==> src/rtl/mem_stage_lsu.sv <==
// Memory-stage load/store unit: issues aligned doubleword requests, extracts and
// extends load data, builds store strobes, and stalls the front end while an access is in flight.
module mem_stage_lsu #(
  parameter int XLEN  = 64,
  parameter int CNT_W = 32
) (
  input  logic             clk,
  input  logic             rst,
  input  logic             in_valid,
  input  logic             mem_read,
  input  logic             mem_write,
  input  logic [2:0]       funct3,
  input  logic [XLEN-1:0]  alu_result,
  input  logic [XLEN-1:0]  store_data,
  input  logic [4:0]       rd,
  input  logic             reg_write_in,
  input  logic             mem_to_reg_in,
  output logic             stall,
  output logic             dmem_req_valid,
  input  logic             dmem_req_ready,
  output logic             dmem_req_we,
  output logic [XLEN-1:0]  dmem_addr,
  output logic [XLEN-1:0]  dmem_wdata,
  output logic [7:0]       dmem_wstrb,
  input  logic             dmem_resp_valid,
  input  logic [XLEN-1:0]  dmem_rdata,
  output logic [XLEN-1:0]  read_data,
  output logic [XLEN-1:0]  alu_result_d3,
  output logic [4:0]       rd_d3,
  output logic             reg_write,
  output logic             mem_to_reg,
  output logic             misaligned,
  output logic [CNT_W-1:0] stall_cycles
);

  typedef enum logic [1:0] {IDLE, REQ, RESP} state_t;

  state_t            state, state_nxt;
  logic [2:0]        f3_q, off_q;
  logic [4:0]        rd_q;
  logic [XLEN-1:0]   alu_q, wdata_q;
  logic [7:0]        wstrb_q;
  logic              rw_q, m2r_q, ld_q;

  logic              is_mem, is_load, misal, issue;
  logic [2:0]        off;
  logic [XLEN-1:0]   wdata_in, rshift, ext;
  logic [7:0]        wstrb_in;

  assign is_mem  = in_valid & (mem_read | mem_write);
  assign is_load = mem_read;  // read+write together behaves as a load
  assign off     = alu_result[2:0];

  always_comb begin
    misal = 1'b0;
    case (funct3[1:0])
      2'b01:   misal = off[0];
      2'b10:   misal = |off[1:0];
      2'b11:   misal = |off;
      default: misal = 1'b0;
    endcase
  end

  assign issue    = (state == IDLE) & is_mem & ~misal;
  assign wdata_in = store_data << {off, 3'b000};

  always_comb begin
    wstrb_in = 8'h00;
    if (!is_load) begin
      case (funct3[1:0])
        2'b00:   wstrb_in = 8'h01 << off;
        2'b01:   wstrb_in = 8'h03 << off;
        2'b10:   wstrb_in = 8'h0F << off;
        default: wstrb_in = 8'hFF;
      endcase
    end
  end

  // Load data arrives as the aligned doubleword; move the addressed lane to bit 0 first.
  assign rshift = dmem_rdata >> {off_q, 3'b000};

  always_comb begin
    ext = rshift;
    case (f3_q)
      3'b000:  ext = {{(XLEN-8){rshift[7]}},   rshift[7:0]};
      3'b001:  ext = {{(XLEN-16){rshift[15]}}, rshift[15:0]};
      3'b010:  ext = {{(XLEN-32){rshift[31]}}, rshift[31:0]};
      3'b100:  ext = {{(XLEN-8){1'b0}},        rshift[7:0]};
      3'b101:  ext = {{(XLEN-16){1'b0}},       rshift[15:0]};
      3'b110:  ext = {{(XLEN-32){1'b0}},       rshift[31:0]};
      default: ext = rshift;
    endcase
  end

  always_comb begin
    state_nxt      = state;
    stall          = 1'b0;
    dmem_req_valid = 1'b0;
    dmem_req_we    = 1'b0;
    dmem_addr      = '0;
    dmem_wdata     = '0;
    dmem_wstrb     = 8'h00;
    read_data      = '0;
    alu_result_d3  = '0;
    rd_d3          = 5'd0;
    reg_write      = 1'b0;
    mem_to_reg     = 1'b0;
    misaligned     = 1'b0;
    case (state)
      IDLE: begin
        alu_result_d3 = alu_result;
        rd_d3         = rd;
        reg_write     = reg_write_in & in_valid;
        mem_to_reg    = mem_to_reg_in;
        if (is_mem) begin
          reg_write  = 1'b0;
          mem_to_reg = 1'b0;
          if (misal) begin
            misaligned = 1'b1;
          end else begin
            stall          = 1'b1;
            dmem_req_valid = 1'b1;
            dmem_req_we    = ~is_load;
            dmem_addr      = {alu_result[XLEN-1:3], 3'b000};
            dmem_wdata     = wdata_in;
            dmem_wstrb     = wstrb_in;
            state_nxt      = dmem_req_ready ? RESP : REQ;
          end
        end
      end
      REQ: begin
        alu_result_d3  = alu_q;
        rd_d3          = rd_q;
        stall          = 1'b1;
        dmem_req_valid = 1'b1;
        dmem_req_we    = ~ld_q;
        dmem_addr      = {alu_q[XLEN-1:3], 3'b000};
        dmem_wdata     = wdata_q;
        dmem_wstrb     = wstrb_q;
        if (dmem_req_ready) state_nxt = RESP;
      end
      RESP: begin
        alu_result_d3 = alu_q;
        rd_d3         = rd_q;
        stall         = 1'b1;
        if (dmem_resp_valid) begin
          stall      = 1'b0;
          reg_write  = rw_q;
          mem_to_reg = m2r_q;
          read_data  = ld_q ? ext : '0;
          state_nxt  = IDLE;
        end
      end
      default: state_nxt = IDLE;
    endcase
    // Hold every output quiet while reset is asserted, including the pass-through path.
    if (!rst) begin
      stall          = 1'b0;
      dmem_req_valid = 1'b0;
      dmem_req_we    = 1'b0;
      dmem_addr      = '0;
      dmem_wdata     = '0;
      dmem_wstrb     = 8'h00;
      read_data      = '0;
      alu_result_d3  = '0;
      rd_d3          = 5'd0;
      reg_write      = 1'b0;
      mem_to_reg     = 1'b0;
      misaligned     = 1'b0;
    end
  end

  always_ff @(posedge clk or negedge rst) begin
    if (!rst) begin
      state   <= IDLE;
      f3_q    <= 3'd0;
      off_q   <= 3'd0;
      rd_q    <= 5'd0;
      alu_q   <= '0;
      wdata_q <= '0;
      wstrb_q <= 8'h00;
      rw_q    <= 1'b0;
      m2r_q   <= 1'b0;
      ld_q    <= 1'b0;
    end else begin
      state <= state_nxt;
      if (issue) begin
        f3_q    <= funct3;
        off_q   <= off;
        rd_q    <= rd;
        alu_q   <= alu_result;
        wdata_q <= wdata_in;
        wstrb_q <= wstrb_in;
        rw_q    <= reg_write_in;
        m2r_q   <= mem_to_reg_in;
        ld_q    <= is_load;
      end
    end
  end

  always_ff @(posedge clk or negedge rst) begin
    if (!rst)                          stall_cycles <= '0;
    else if (stall && ~&stall_cycles) stall_cycles <= stall_cycles + 1'b1;
  end

endmodule

==> config.mk <==
export PLATFORM = sky130hd
export DESIGN_NAME = mem_stage_lsu
export DESIGN_NICKNAME = d
export VERILOG_FILES = /design/src/rtl/mem_stage_lsu.sv
export SDC_FILE = /design/constraint.sdc
export NUM_CORES = 1
export LEC_CHECK = 0
export CORE_MARGIN = 5
export CORE_UTILIZATION = 35
export CTS_CLUSTER_DIAMETER = 200
export CTS_CLUSTER_SIZE = 10
export DETAILED_ROUTE_END_ITERATION = 7
export PLACE_DENSITY = 0.63
export SYNTH_ARGS = -nofsm -noshare
export SYNTH_HDL_FRONTEND = slang
export SYNTH_SLANG_ARGS = --single-unit
==> constraint.sdc <==
create_clock -name clk -period 2.82 [get_ports clk]
set_clock_uncertainty 0.05 [all_clocks]
set_input_delay 0.423 -clock clk [delete_from_list [all_inputs] [get_ports clk]]
set_output_delay 0.423 -clock clk [all_outputs]
set_load 0.02 [all_outputs]
==> run summary <==
Synth Warn # - 0
antenna violations before repair - 5
Setup TNS - -22.13 ns
I/O pins - 516
largest net degree at the start of global routing - 71
drt initial violations - 1265
total track usage - 0.285
type of the worst min-delay path - in -> async
ys flop type - dfrtp_1
share of layout cells above drive strength 1 - 0.258
Peak supply drop - 615 µV
Hold Slack - 0.185 ns
Util after Layout - 0.574
vias in the first global route - 16200
Core Box Area - 38600 µm²
Layout area overhead - 62.8%
CP arrival - 2.65 ns
H-Tree Level Count - 4
syn_area_per_cell - 7.55 µm²
top cells by area, synth - dfrtp_1 (33%), nand2_1 (15%), mux2i_1 (6.9%)
async set or reset register ratio after synthesis - 1.00
vias post-DR - 16100
WL/cell - 21.6 µm
CP max FO - 5
total gr overflow - 0
FILL cells - 3575
clk slew on worst S/H paths - 0.07 ns
CTS buffer count - 17
final setup vio count - 190
Slew Viols, Final - 0
CP Class - reg -> out
critical path endpoint category - output pin
Worst Tran Pin Value - 1.01 ns
RSZ-0062 raised after global routing - true
WP data required - 2.35 ns
Vias/cell - 5.39
FP Rows - 72
share of the synthesized area in the top cell type - 0.333
Post-DRT Antenna Nets - 0
commonest cells after routing, fill and taps aside - nand2_1 (554), buf_4 (287), clkdlybuf4s50_1 (270)
sequential-to-total area share from yosys stat - 0.333
dpl hpwl - 46200 µm
most common cell after layout, fill and taps aside - nand2_1
Die Wd - 207 µm
crit share post-route - 1.11
Post-Syn Area - 13600 µm²
P_leak - 0.0103 µW
Worst setup SP type - flop
clk sinks - 181
Final #Nets - 2673
global placer's final weighted congestion - 0.954
Mapped Cells - 1798
Achievable Freq - 0.321 GHz
Residual DRC - 0
post-synthesis cell type count - 60
initial core utilization - 0.352
Fin. Hold Viols - 0
TritonCTS clock tree - yes
worst skew pair latency - 0.44 ns
Final WS setup - -0.300 ns
Die Span Y - 207 µm
#FFs+latches synth - 181
DRT Pass-1 Iters - 5
first-pass GRT wire length - 97900 µm
Power Dens Cells - 799 nW/µm²
Root Driver - clkbuf_16
Post-synth EDFFs - 0
DIE AREA - 42800 µm²
clock tree buffer depth - 2
failing checks - negative setup slack
Max Cap Violations - 0
Port Buffer Count - 512
Max-slew headroom - 0.328
largest area contributor in the netlist - dfrtp_1
final WL - 64500 µm
status - finished with violations
Final min period - 3.12 ns
==> worst max-delay path: stages (launching register included) <==
cell and delay [ns]:
dfrtp_2 0.46, buf_12 0.15, mux2_2 0.29, o22ai_2 0.11, nor4_4 0.36, o31ai_4 0.15, buf_6 0.15, buf_16 0.13
buf_6 0.11, a21oi_2 0.15, buf_6 0.14
==> path summary, 6_finish.rpt <==
kind | start | endpoint | slack [ns] | cells past startpoint
max | off_q[0]$_DFFE_PN0P_ | read_data[35] | -0.30 | 10
min | rst | alu_q[54]$_DFFE_PN0P_ | 0.18 | 3
max reg2reg | state[0]$_DFFE_PN0P_ | wdata_q[36]$_DFFE_PN0P_ | -0.11 | 19
min reg2reg | wdata_q[41]$_DFFE_PN0P_ | wdata_q[41]$_DFFE_PN0P_ | 0.43 | 2
max in group asynchronous | rst | off_q[1]$_DFFE_PN0P_ | 1.03 | 3
min in group clk | alu_result[0] | off_q[0]$_DFFE_PN0P_ | 0.42 | 4
==> flip-flops by register name, indices dropped and copies added, names as in the netlist <==
signal / cells
off_q: 2
rw_q: 1
stall_cycles: 32
wdata_q: 64
f3_q: 3
m2r_q: 1
alu_q: 62
state: 2
wstrb_q: 8
ld_q: 1
rd_q: 5
==> kinds of logic (layout without fill, tap and decap cells) <==
| logic type | Yosys count | after routing | share of synthesized area |
|---|---|---|---|
| and+or+nand+nor | 856 | 856 | 0.262 |
| AOI/OAI and AO/OA | 398 | 398 | 0.187 |
| DFF | 181 | 181 | 0.333 |
| buffers and inverters | 167 | 834 | 0.0528 |
| muxes | 155 | 155 | 0.135 |
| xor gates and xnor gates | 30 | 30 | 0.0193 |
| adders and majority gates | 10 | 10 | 0.00921 |
| other | 1 | 9 | 0.000276 |
==> stage by stage <==
step	area, µm²	std cells	power [µW]	setup WS, ns
2_1_floorplan	13600	1800	9990	0.0870
3_3_place_gp	20700	2911	14200	-0.826
3_5_place_dp	20700	2911	14300	-0.870
4_1_cts	21900	2985	17500	-0.336
5_1_grt	22100	2990	18800	-0.385
6_report	22100	2991	17700	-0.300
==> timing repair <==
action	CTS	global route
setup buffers	33	3
setup endpoints to repair	271	235
cloned	10	0
hold endpoints to repair	20	0
hold buffers	1	0
gates resized for setup	760	133
pin swaps	21	6
==> layout make-up <==
cell class                      instances  area [µm²]  area share
Sequential cell                       181        4530       0.205
Multi-Input combinational cell       1452        8750       0.396
Clock inverter                         12         168     0.00758
Timing Repair Buffer                  789        7500       0.339
Clock buffer                           20         447      0.0202
Antenna cell                            6        15.0    0.000679
Inverter                               13        48.8     0.00221
Tap cell                              518         648      0.0293
==> cells in the mapped netlist, types with 17 or more instances <==
cell type / instances
nand4_1: 22
nor2b_1: 25
xnor2_1: 30
dfrtp_1: 181
nor2_1: 160
o21ai_0: 37
a22oi_1: 75
and3_1: 19
mux2i_1: 94
buf_1: 22
buf_2: 36
clkbuf_1: 87
a21oi_1: 179
mux2_2: 40
nand2_1: 556
a211oi_1: 23
mux4_2: 17
==> per-layer routing <==
layer  up-vias  track usage  routed length [µm]
met4         0        0.119                2830
met3       132       0.0891                5920
met5         -            0                   0
met2       767        0.469               30500
li1       7472            -                   -
met1      7744        0.347               25200
==> power by group <==
part | switching (µW) | internal, µW | leakage [µW]
registers | 731 | 3580 | 0.00234
logic | 6210 | 4600 | 0.00766
clock network | 1130 | 1440 | 0.000299
Power figures use the tool's default switching activity.
